File: src/rtl/axi_slave_rd_burst.sv
// AXI4 read-burst responder: one AR burst at a time, walking FIXED/INCR/WRAP beat addresses.
// One synchronous SRAM read per beat (two cycles per beat); SLVERR bursts skip memory and return zeros.
module axi_slave_rd_burst #(
   parameter int AW  = 32,
   parameter int DW  = 32,
   parameter int IW  = 4,
   parameter int LEN = 8
) (
   input  logic           aclk,
   input  logic           aresetn,
   input  logic [IW-1:0]  s_axi_arid,
   input  logic [AW-1:0]  s_axi_araddr,
   input  logic [LEN-1:0] s_axi_arlen,
   input  logic [2:0]     s_axi_arsize,
   input  logic [1:0]     s_axi_arburst,
   input  logic           s_axi_arvalid,
   output logic           s_axi_arready,
   output logic [IW-1:0]  s_axi_rid,
   output logic [DW-1:0]  s_axi_rdata,
   output logic [1:0]     s_axi_rresp,
   output logic           s_axi_rlast,
   output logic           s_axi_rvalid,
   input  logic           s_axi_rready,
   output logic           mem_rd_en,
   output logic [AW-1:0]  mem_rd_addr,
   input  logic [DW-1:0]  mem_rd_data
);
   localparam logic [2:0] SZ_MAX = 3'($clog2(DW / 8));

   typedef enum logic [1:0] {IDLE, ACTIVE, DRAIN} state_t;

   state_t         state_q, state_d;
   logic           arready_q, arready_d;
   logic [IW-1:0]  id_q, id_d;
   logic [AW-1:0]  addr_q, addr_d;
   logic [LEN-1:0] len_q, len_d;
   logic [2:0]     size_q, size_d;
   logic [1:0]     burst_q, burst_d;
   logic           err_q, err_d;
   logic [LEN:0]   cnt_q, cnt_d;
   logic           pend_q, pend_d;
   logic           pend_last_q, pend_last_d;
   logic           rvalid_q, rvalid_d;
   logic [DW-1:0]  rdata_q, rdata_d;
   logic [1:0]     rresp_q, rresp_d;
   logic           rlast_q, rlast_d;
   logic [IW-1:0]  rid_q, rid_d;

   logic           issue, ar_hs, r_hs, beat_last, wrap_len_ok;
   logic [AW-1:0]  step, wmask, addr_inc, addr_next;

   assign ar_hs     = s_axi_arvalid && arready_q;
   assign r_hs      = rvalid_q && s_axi_rready;
   assign issue     = (state_q == ACTIVE) && !pend_q && (!rvalid_q || s_axi_rready);
   assign beat_last = (cnt_q == {1'b0, len_q});

   assign wrap_len_ok = (s_axi_arlen == LEN'(1)) || (s_axi_arlen == LEN'(3)) ||
                        (s_axi_arlen == LEN'(7)) || (s_axi_arlen == LEN'(15));

   // WRAP window spans (len+1) beats; INCR realigns after a possibly unaligned first beat.
   assign step     = AW'(1) << size_q;
   assign wmask    = step * (AW'(len_q) + AW'(1)) - AW'(1);
   assign addr_inc = addr_q + step;

   always_comb begin
      addr_next = addr_inc & ~(step - AW'(1));
      case (burst_q)
         2'b00:   addr_next = addr_q;
         2'b10:   addr_next = (addr_q & ~wmask) | (addr_inc & wmask);
         default: addr_next = addr_inc & ~(step - AW'(1));
      endcase
   end

   always_comb begin
      state_d     = state_q;
      id_d        = id_q;
      addr_d      = addr_q;
      len_d       = len_q;
      size_d      = size_q;
      burst_d     = burst_q;
      err_d       = err_q;
      cnt_d       = cnt_q;
      pend_d      = pend_q;
      pend_last_d = pend_last_q;
      rvalid_d    = rvalid_q && !s_axi_rready;
      rdata_d     = rdata_q;
      rresp_d     = rresp_q;
      rlast_d     = rlast_q;
      rid_d       = rid_q;

      // Memory data arrives the cycle after the strobe; the R register is free by construction.
      if (pend_q) begin
         rdata_d  = mem_rd_data;
         rresp_d  = 2'b00;
         rid_d    = id_q;
         rlast_d  = pend_last_q;
         rvalid_d = 1'b1;
         pend_d   = 1'b0;
      end

      case (state_q)
         IDLE: begin
            if (ar_hs) begin
               id_d    = s_axi_arid;
               addr_d  = s_axi_araddr;
               len_d   = s_axi_arlen;
               size_d  = s_axi_arsize;
               burst_d = s_axi_arburst;
               err_d   = (s_axi_arsize > SZ_MAX) || ((s_axi_arburst == 2'b10) && !wrap_len_ok);
               cnt_d   = '0;
               state_d = ACTIVE;
            end
         end
         ACTIVE: begin
            if (issue) begin
               cnt_d  = cnt_q + 1'b1;
               addr_d = addr_next;
               if (err_q) begin
                  rdata_d  = '0;
                  rresp_d  = 2'b10;
                  rid_d    = id_q;
                  rlast_d  = beat_last;
                  rvalid_d = 1'b1;
               end else begin
                  pend_d      = 1'b1;
                  pend_last_d = beat_last;
               end
               if (beat_last) state_d = DRAIN;
            end
         end
         DRAIN: begin
            if (r_hs && rlast_q) state_d = IDLE;
         end
         default: state_d = IDLE;
      endcase

      arready_d = (state_d == IDLE);
   end

   always_ff @(posedge aclk) begin
      if (!aresetn) begin
         state_q     <= IDLE;
         arready_q   <= 1'b0;
         id_q        <= '0;
         addr_q      <= '0;
         len_q       <= '0;
         size_q      <= '0;
         burst_q     <= '0;
         err_q       <= 1'b0;
         cnt_q       <= '0;
         pend_q      <= 1'b0;
         pend_last_q <= 1'b0;
         rvalid_q    <= 1'b0;
         rdata_q     <= '0;
         rresp_q     <= '0;
         rlast_q     <= 1'b0;
         rid_q       <= '0;
      end else begin
         state_q     <= state_d;
         arready_q   <= arready_d;
         id_q        <= id_d;
         addr_q      <= addr_d;
         len_q       <= len_d;
         size_q      <= size_d;
         burst_q     <= burst_d;
         err_q       <= err_d;
         cnt_q       <= cnt_d;
         pend_q      <= pend_d;
         pend_last_q <= pend_last_d;
         rvalid_q    <= rvalid_d;
         rdata_q     <= rdata_d;
         rresp_q     <= rresp_d;
         rlast_q     <= rlast_d;
         rid_q       <= rid_d;
      end
   end

   assign s_axi_arready = arready_q;
   assign s_axi_rvalid  = rvalid_q;
   assign s_axi_rdata   = rdata_q;
   assign s_axi_rresp   = rresp_q;
   assign s_axi_rlast   = rlast_q;
   assign s_axi_rid     = rid_q;
   assign mem_rd_en     = issue && !err_q;
   assign mem_rd_addr   = addr_q;

endmodule

File: config.mk
export PLATFORM = sky130hd
export DESIGN_NAME = axi_slave_rd_burst
export DESIGN_NICKNAME = d
export VERILOG_FILES = /design/src/rtl/axi_slave_rd_burst.sv
export SDC_FILE = /design/constraint.sdc
export NUM_CORES = 1
export LEC_CHECK = 0
export CAP_MARGIN = 0
export CORE_ASPECT_RATIO = 0.6
export CORE_MARGIN = 4
export CORE_UTILIZATION = 45
export CTS_BUF_LIST = sky130_fd_sc_hd__clkbuf_4 sky130_fd_sc_hd__clkbuf_8 sky130_fd_sc_hd__clkbuf_16
export CTS_CLUSTER_DIAMETER = 150
export DETAILED_ROUTE_END_ITERATION = 10
export PLACE_DENSITY = 0.69
export SLEW_MARGIN = 10
export SYNTH_ARGS = -nofsm -noshare
export SYNTH_HDL_FRONTEND = slang
export SYNTH_SLANG_ARGS = --single-unit
export TNS_END_PERCENT = 10
File: constraint.sdc
create_clock -name aclk -period 5.65 [get_ports aclk]
set_input_delay 1.13 -clock aclk [delete_from_list [all_inputs] [get_ports aclk]]
set_output_delay 1.13 -clock aclk [all_outputs]
set_load 0.02 [all_outputs]
Word level (Yosys, flattened, before mapping)
Cells that the tools add are included.
Cells by class
  $add $sub $neg: 5
  multipliers: 1
  $lt $le $gt $ge: 1
  equality and inequality tests: 12
  shifts and indexed selects: 1
  mux-type cells: 33
  bitwise operators: 7
  reduce and logical (&&, ||, !) cells: 27
Operator list (number)
  two-way mux 32 bit: 6
  one-hot mux 32 bit (2 select lines): 2
  bitwise AND 32 bit: 3
  NOT 32 bit: 2
  subtractor 32 x 1 -> 32 bit, second input constant: 2
  adder 32 bit: 1
  multiplier 32 x 9 -> 32 bit: 1
  OR 32 bit: 1
  << shifter 1 x 3 -> 32 bit, first input constant: 1
  two-way mux 9 bit: 2
  one-hot mux 9 bit (2 select lines): 1
  two-way mux 2 bit: 8
  two-way mux 4 bit: 4
  adder 8 x 1 -> 9 bit, second input constant: 1
  adder 9 x 1 -> 9 bit, second input constant: 1
  == test 9 x 8 -> 1 bit: 1
  two-way mux 1 bit: 9
  AND reduction 3 bit: 3
  == test 8 x 1 -> 1 bit, second input constant: 1
  == test 8 x 2 -> 1 bit, second input constant: 1
  == test 8 x 3 -> 1 bit, second input constant: 1
  == test 8 x 4 -> 1 bit, second input constant: 1
  logical AND 1 bit: 8
  == test 2 bit, second input constant: 3
  other kinds (11): 23
Storage, ports and cells
  register bits: 104
  input bits: 85
  output and inout bits: 74
  logic and storage cells: 103

Longest topological paths before layout
  depth in word-level cells: 9
  mapped depth: 24
  mapped depth without buffers: 23

Worst setup path after synthesis
OpenSTA, ideal clock, no wires.
  path kind: reg2reg
  start: register size_q[2]
  end: register (tool-made name)
  setup time: 0.117 ns
  data arrival time: 5.721 ns
  required time: 5.533 ns
  slack: -0.188 ns
  cell stages (with the launch flop): 24
  path buffers: 1
  period minus slack after synthesis: 5.838 ns
  cell sequence: dfxtp_1 > clkbuf_1 > or3b_2 > clkinv_1 > nand2_1 > fa_1 > inv_1 > fa_1 > inv_1 > fa_1 > inv_1 > fa_1 > inv_1 > fa_1 > inv_1 > ha_1 > nor3_1 > nor4_1 > o21ai_1 > a211oi_1 > or3_4 > a21o_1 > a21o_1 > a32o_1
RTL lines
  start: declaration: line 37  | logic [2:0] size_q, size_d;
  start signal: assignment: line 164  | size_q <= size_d;

==> reports/qor.yml <==
clock_tree:
  htree_levels: 3
  cts_tree: "done"
  numCtsBuffers: 9
  clk_latency_ns: 0.36
  cts_sinks: 104
  hold_buffers: 0
  root_buffer: "clkbuf_16"
  path_clk_slew_ns: 0.08
  clock_path_buffers: 2
yosys:
  syn_area_per_cell_um2: 8.12
  synth_top_cell_by_area: "dfxtp_1"
  synth_top_area_share_pct: 23.8
  async_reset_ff_share_pct: 0
  synth_edf_count: 0
  synth.net_count: 1284
  syn_area_mm2: 0.00873
  syn_inst: 1076
  yosys_warnings: 0
  synth.distinct_cells: 77
  synth.area.top_cells: "dfxtp_1 (24%), ha_1 (11%), fa_1 (11%)"
  ys_ff_latch: 104
  synthFlopType: "dfxtp_1"
  ys_seq_area_share_pct: 23.8
timing:
  hold_viol: 0
  rsz0062_at_grt: "yes"
  final_max_slew_viol_count: 0
  tightest_slew_ns: 1.19
  skew_ns: 0.00920
  period_needed_ns: 5.65
  relSlewSlack_pct: 20.2
  max_freq_ghz: 0.177
  finalSetupViolCount: 0
  fin_crit_sh_pct: 99.9
drt:
  wl_um: 28100
  postRouteAntennaNets: 0
  vias: 8659
  drc: 0
  vias_per_cell: 5.55
  drt-initial-drc-count: 775
  first_pass_iters: 5
  wl_per_cell_um: 18.0
layout:
  stdcell_count: 1559
  drive_gt1_share_pct: 17.9
  fin_nets: 1516
  syn_to_final_growth_pct: 38.4
  n_antenna_cell: 0
  stdcell_area_mm2: 0.0121
worst_setup_path:
  r2r_cells: 24
  worstSetupPathType: "register to register"
  startpoint_type: "register"
  endpoint_kind: "register"
  crit_fanout: 6
  crit_arrival_ns: 5.90
  reg2reg_from: "size_q[1]"
  r2r_setup_slack_ns: 0.003
  required_ns: 5.90
power_and_ir_drop:
  p_switching_mw: 1.32
  leakage_nw: 5.15
  sw_frac_of_total_pct: 40.6
  clkPwrFrac_pct: 19.5
  power_density_mw_per_mm2: 269
  power_report.internal_total_mw: 1.93
  pwr-share-seq_pct: 28.2
  vdd_ir_drop_max_v: 0.000197
  power.share.combinational_pct: 52.3
outcome:
  status: "complete, no violations"
placed_design:
  post-place-cells: 1526
  placed_area_mm2: 0.0112
  dp.final_hpwl_um: 21500
  portBuffers: 158
  place_congestion: 0.966
floorplan:
  initial_core_util_pct: 45.9
  row_count: 39
  fp.dieH_um: 116
  num_io_pins: 159
  die_area_mm2: 0.0218
  die_x_um: 188
  core_area_mm2: 0.0190
global_route:
  antenna_found_initial: 0
  grt_pass1_vias: 8129
  grt_start_max_net_pins: 50
  grt_usage_pct: 24.8
  grt_pass1_wl_um: 43300
  grt_remaining_overflow: 0
min_path:
  min_to: "id_q[2]"
  hold_depth: 2
  hp-class: "register to register"
  hp-start: "id_q[2]"
run:
  max-cap-violations: 0
[critical path, cell delays in order (launching register included)]
cell and delay [ns]:
dfxtp_4 0.36, buf_6 0.12, nand3b_1 0.22, inv_2 0.13
nand2_2 0.07, fa_1 0.56, inv_2 0.04, fa_1 0.49
inv_2 0.04, fa_1 0.49, inv_1 0.05, fa_1 0.51
inv_2 0.04, fa_1 0.53, inv_2 0.05, ha_4 0.29
nor3_4 0.04, nor4_2 0.28, o21ai_2 0.11, a211oi_2 0.25
or3_4 0.24, a21oi_4 0.10, buf_6 0.14, a22o_1 0.17
a32o_1 0.21
[layer usage]
| layer | part of all wire [%] | global-route usage (%) | vias to the layer above |
|---|---|---|---|
| met4 | 1.0 | 4.30 | 0 |
| li1 | - | - | 4159 |
| met1 | 47 | 37.7 | 4090 |
| met5 | 0 | 0 | - |
| met2 | 39 | 33.0 | 379 |
| met3 | 12 | 9.66 | 31 |
[cell families after synthesis]
family	share of synthesized area, %
buf+inv	6.35
simple gates	20.8
fa+ha+maj	21.7
compound gates	17.2
mux	4.61
xor+xnor	5.62
flops	23.8
[worst max-delay path by stage]
stage | end | cells past startpoint | startpoint | slack, ns
2_1_floorplan | register | 23 | len_q[0] | 0.02
3_3_place_gp | register | 19 | len_q[2] | -0.15
3_5_place_dp | register | 22 | len_q[1] | -0.37
4_1_cts | register | 23 | len_q[1] | -0.003
5_1_grt | register | 24 | size_q[1] | -0.12
6_report | register | 24 | size_q[1] | 0.003
[metrics by stage]
stage	power (mW)	utilization [%]	hold slack, ns	setup slack [ns]	setup TNS, ns
after floorplan	1.78	-	0.436	0.0218	0
after global placement	2.35	58.7	0.445	-0.149	-0.928
after detailed placement	2.37	58.7	0.451	-0.372	-3.98
after CTS	3.09	61.5	0.462	-0.00346	-0.00346
after global routing	3.42	63.5	0.480	-0.118	-1.12
final	3.25	63.5	0.465	0.00327	0
[placed cells by master (no fill, tap or decap), types with 5 or more instances in the layout]
cell type,instances
nand2b_1,15
inv_1,84
clkdlybuf4s50_1,158
o211ai_1,11
nand2_2,8
a31oi_1,11
clkbuf_16,9
dfxtp_1,97
xor2_1,22
o21ai_0,34
buf_4,102
inv_2,8
or3_1,9
and2_1,6
nor3_1,13
mux2i_1,38
o21a_1,5
nand3_1,22
nor2_1,107
buf_6,7
a21o_1,11
a211oi_2,6
o21ai_1,5
and3_1,14
nand4_1,6
a21oi_1,66
a22o_1,5
ha_4,11
ha_1,65
a211oi_1,7
nor4_1,7
a21oi_2,7
xnor2_1,27
nor2b_1,8
fa_1,46
nand2_1,129
[power groups by stage]
stage          sequential, mW  combinational [mW]  clock, mW
2_1_floorplan           0.960               0.817          0
3_3_place_gp            0.926                1.43          0
3_5_place_dp            0.927                1.44          0
4_1_cts                 0.914                1.53      0.646
5_1_grt                 0.930                1.82      0.670
6_report                0.918                1.70      0.635
[Yosys cell counts (3+ instances only)]
library cell / count
nand2_1: 136
nor2_1: 111
dfxtp_1: 104
inv_1: 92
ha_1: 76
a21oi_1: 72
fa_1: 47
clkbuf_1: 40
mux2i_1: 38
o21ai_0: 38
xnor2_1: 31
nand3_1: 26
xor2_1: 25
nand2b_1: 18
and3_1: 16
nor3_1: 15
a211oi_1: 12
a21o_1: 12
a31oi_1: 11
o211ai_1: 11
nor2b_1: 9
or3_1: 9
nor4_1: 8
and2_1: 7
nand4_1: 6
a22o_1: 5
o21a_1: 5
o2111ai_1: 4
o31a_1: 4
o31ai_1: 4
or2_2: 4
a2111oi_0: 3
a221oi_1: 3
a311oi_1: 3
a31o_2: 3
a32o_1: 3
and4_1: 3
clkinv_1: 3
o211a_1: 3
o21ai_1: 3
[cell type report]
cell class | instances | area (um2)
clock buffers | 10 | 239
clock inverters | 6 | 60.1
fillers | 1634 | 6940
inverters | 95 | 362
multi-input cells | 830 | 6580
flip-flops and latches | 104 | 2100
well taps | 246 | 308
repair buffers | 268 | 2450
[repair_timing]
action                                 in CTS  in global routing
buffers inserted                            7                 10
pin swaps                                  13                 45
resized for setup                          38                 64
endpoints found under the hold margin       0                  0
setup endpoints to repair                  20                 23
Note: power is estimated with default switching activity, not from simulation.
==> patch, RTL diff (same settings) <==
The parameter `IW` goes from 4 to 8.
--- a/src/rtl/axi_slave_rd_burst.sv
+++ b/src/rtl/axi_slave_rd_burst.sv
@@ -5,3 +5,3 @@
    parameter int DW  = 32,
-   parameter int IW  = 4,
+   parameter int IW  = 8,
    parameter int LEN = 8
Ports: changed (resized s_axi_arid and s_axi_rid); port bits go from 159 to 167. The function was not compared with the original's and may differ.
==> patch against the original RTL <==
The run now ends with setup timing left. Clock power grew 10%. Worst hold slack lost 0.00099 ns. Synthesized area grew 3.6%. Power grew 35%. First-iteration DRC count grew 14%. Via count grew 4.5%. Cell count grew 4.8%. Count of clock-buffer cells in the layout shrank 1. Sequential power grew 10%. Final area grew 5.1%. Worst setup slack lost 0.033 ns. Routed wire length grew 8.4%. Sequential cell count grew 8. Largest cell class unchanged. Highest routed layer unchanged.
==> patch: results (changes against the original RTL) <==
Hold path
  • Hold Startpoint: id_q[6]
  • Worst-case hold path end point: id_q[6]
  • HP Class: reg2reg

Place
  • GPL Wtd Cong: 0.919 (-4.9%)
  • Post-DP Area: 0.0117 mm^2 (+4.4%)
  • IO buf count: 166 (+5.1%)
  • Place WS: -0.344 ns (+0.0273 ns)
  • Detailed placer's ending HPWL: 23.1 mm (+7.4%)

Timing
  • Worst Skew: 0.0191 ns (+0.00989 ns)
  • Final setup violating endpoints: 1 (+1)
  • TNS Setup: -0.0299 ns (-0.0299 ns)
  • WHS: 0.464 ns (-0.000994 ns)
  • Slew Viols, Final: 0 (unchanged)
  • Final setup margin: -0.0299 ns (-0.0332 ns)
  • Slew headroom: 0.226 (+0.0247)

Detailed routing
  • Starting DRT DRC Count: 882 (+14%)
  • Wire length on met3: 3.35 mm (-3.6%)
  • Vias: 9048 (+4.5%)
  • Met1 wire length: 14.9 mm (+12%)
  • Met2 routed WL: 12.0 mm (+7.8%)
  • Routed wire length: 30.5 mm (+8.4%)
  • Vias/cell: 5.54 (-0.30%)
  • DR pass1 iterations: 7 (+2)
  • DR top layer: met4

Finish
  • Net count, final: 1575 (+3.9%)
  • Ratio of cells with drive above 1 in the final layout: 0.190 (+0.0111)

Worst setup path
  • CP max-delay cell: fa_1
  • Worst path max stage delay: 0.54 ns (-0.02 ns)
  • Reg2reg start: size_q[2]
  • CP arrival: 5.88 ns (-0.02 ns)

Global routing
  • Largest net degree at the start of global routing: 59 (+18%)
  • Number of global-route vias before repair: 8393 (+3.2%)
  • Global-route wire length before repair: 46.9 mm (+8.1%)
  • Global Route Usage Sum: 0.259 (+0.0112)

Synthesis
  • Area contributors post-synth: dfxtp_1 25%, ha_1 11%, fa_1 10%
  • Register area share after synthesis: 0.248 (+0.00939)
  • Syn avg cell area: 8.11 um^2 (-0.10%)
  • Post-Syn Nets: 1328 (+3.4%)
  • Synth top cells by count: 132 x nand2_1, 131 x nor2_1, 112 x dfxtp_1, 95 x inv_1, 89 x a21oi_1
  • Distinct cells, synth: 79 (+2.6%)

Run status
  • Status: finished, violations left
  • Failing checks: setup timing

Floorplan
  • Core Area: 0.0194 mm^2 (+1.8%)

Power and ir drop
  • P_leak: 0.00522 uW (+1.3%)
  • Peak supply drop: 248 uV (+26%)
==> patch: cell types whose count changed in the layout (fill, tap and decap cells not counted), moves of 7 or more <==
cell | unedited run | this run
nor2_1 | 107 | 123
buf_4 | 102 | 117
a21oi_1 | 66 | 80
xnor2_1 | 27 | 17
a31oi_1 | 11 | 3
clkdlybuf4s50_1 | 158 | 166
dfxtp_1 | 97 | 105
mux2i_1 | 38 | 45
==> patch: worst min-delay path: cells and delay by family, from the launching register on <==
family             cells  cell delay, ns
DFF                    1            0.32
AOI/OAI and AO/OA      1            0.05
and+or+nand+nor        1            0.05
==> patch: per-layer routing <==
layer | vias up | global-route usage
li1 | 4335 | -
met1 | 4304 | 0.420
met2 | 380 | 0.336
met3 | 29 | 0.0812
met4 | 0 | 0.0336
met5 | - | 0
==> patch: area by class of cell <==
class / count / area, um^2
fill: 1597 / 6670
clock buffer: 9 / 225
timing repair buffer: 288 / 2600
inverter: 97 / 369
multi-input combinational: 855 / 6820
tap: 266 / 333
sequential: 112 / 2260
clock inverter: 7 / 93.8
==> patch: cells by family after synthesis <==
kind of cell,share of synthesized area
simple gates,0.201
fa+ha+maj,0.209
xor+xnor,0.0455
mux,0.0523
buf+inv,0.0668
flops,0.248
compound gates,0.178
==> patch: report_power, final <==
group	leakage (uW)	internal, uW	switching (uW)
combinational	0.00415	1230	1460
clock	0.000155	329	371
sequential	0.000915	888	126
==> patch: timing repair <==
| action | CTS | global route |
|---|---|---|
| gates resized for setup | 54 | 79 |
| endpoints found under the hold margin | 0 | 0 |
| pin swaps | 21 | 54 |
| setup endpoints to repair | 24 | 24 |
| buffers inserted | 2 | 12 |
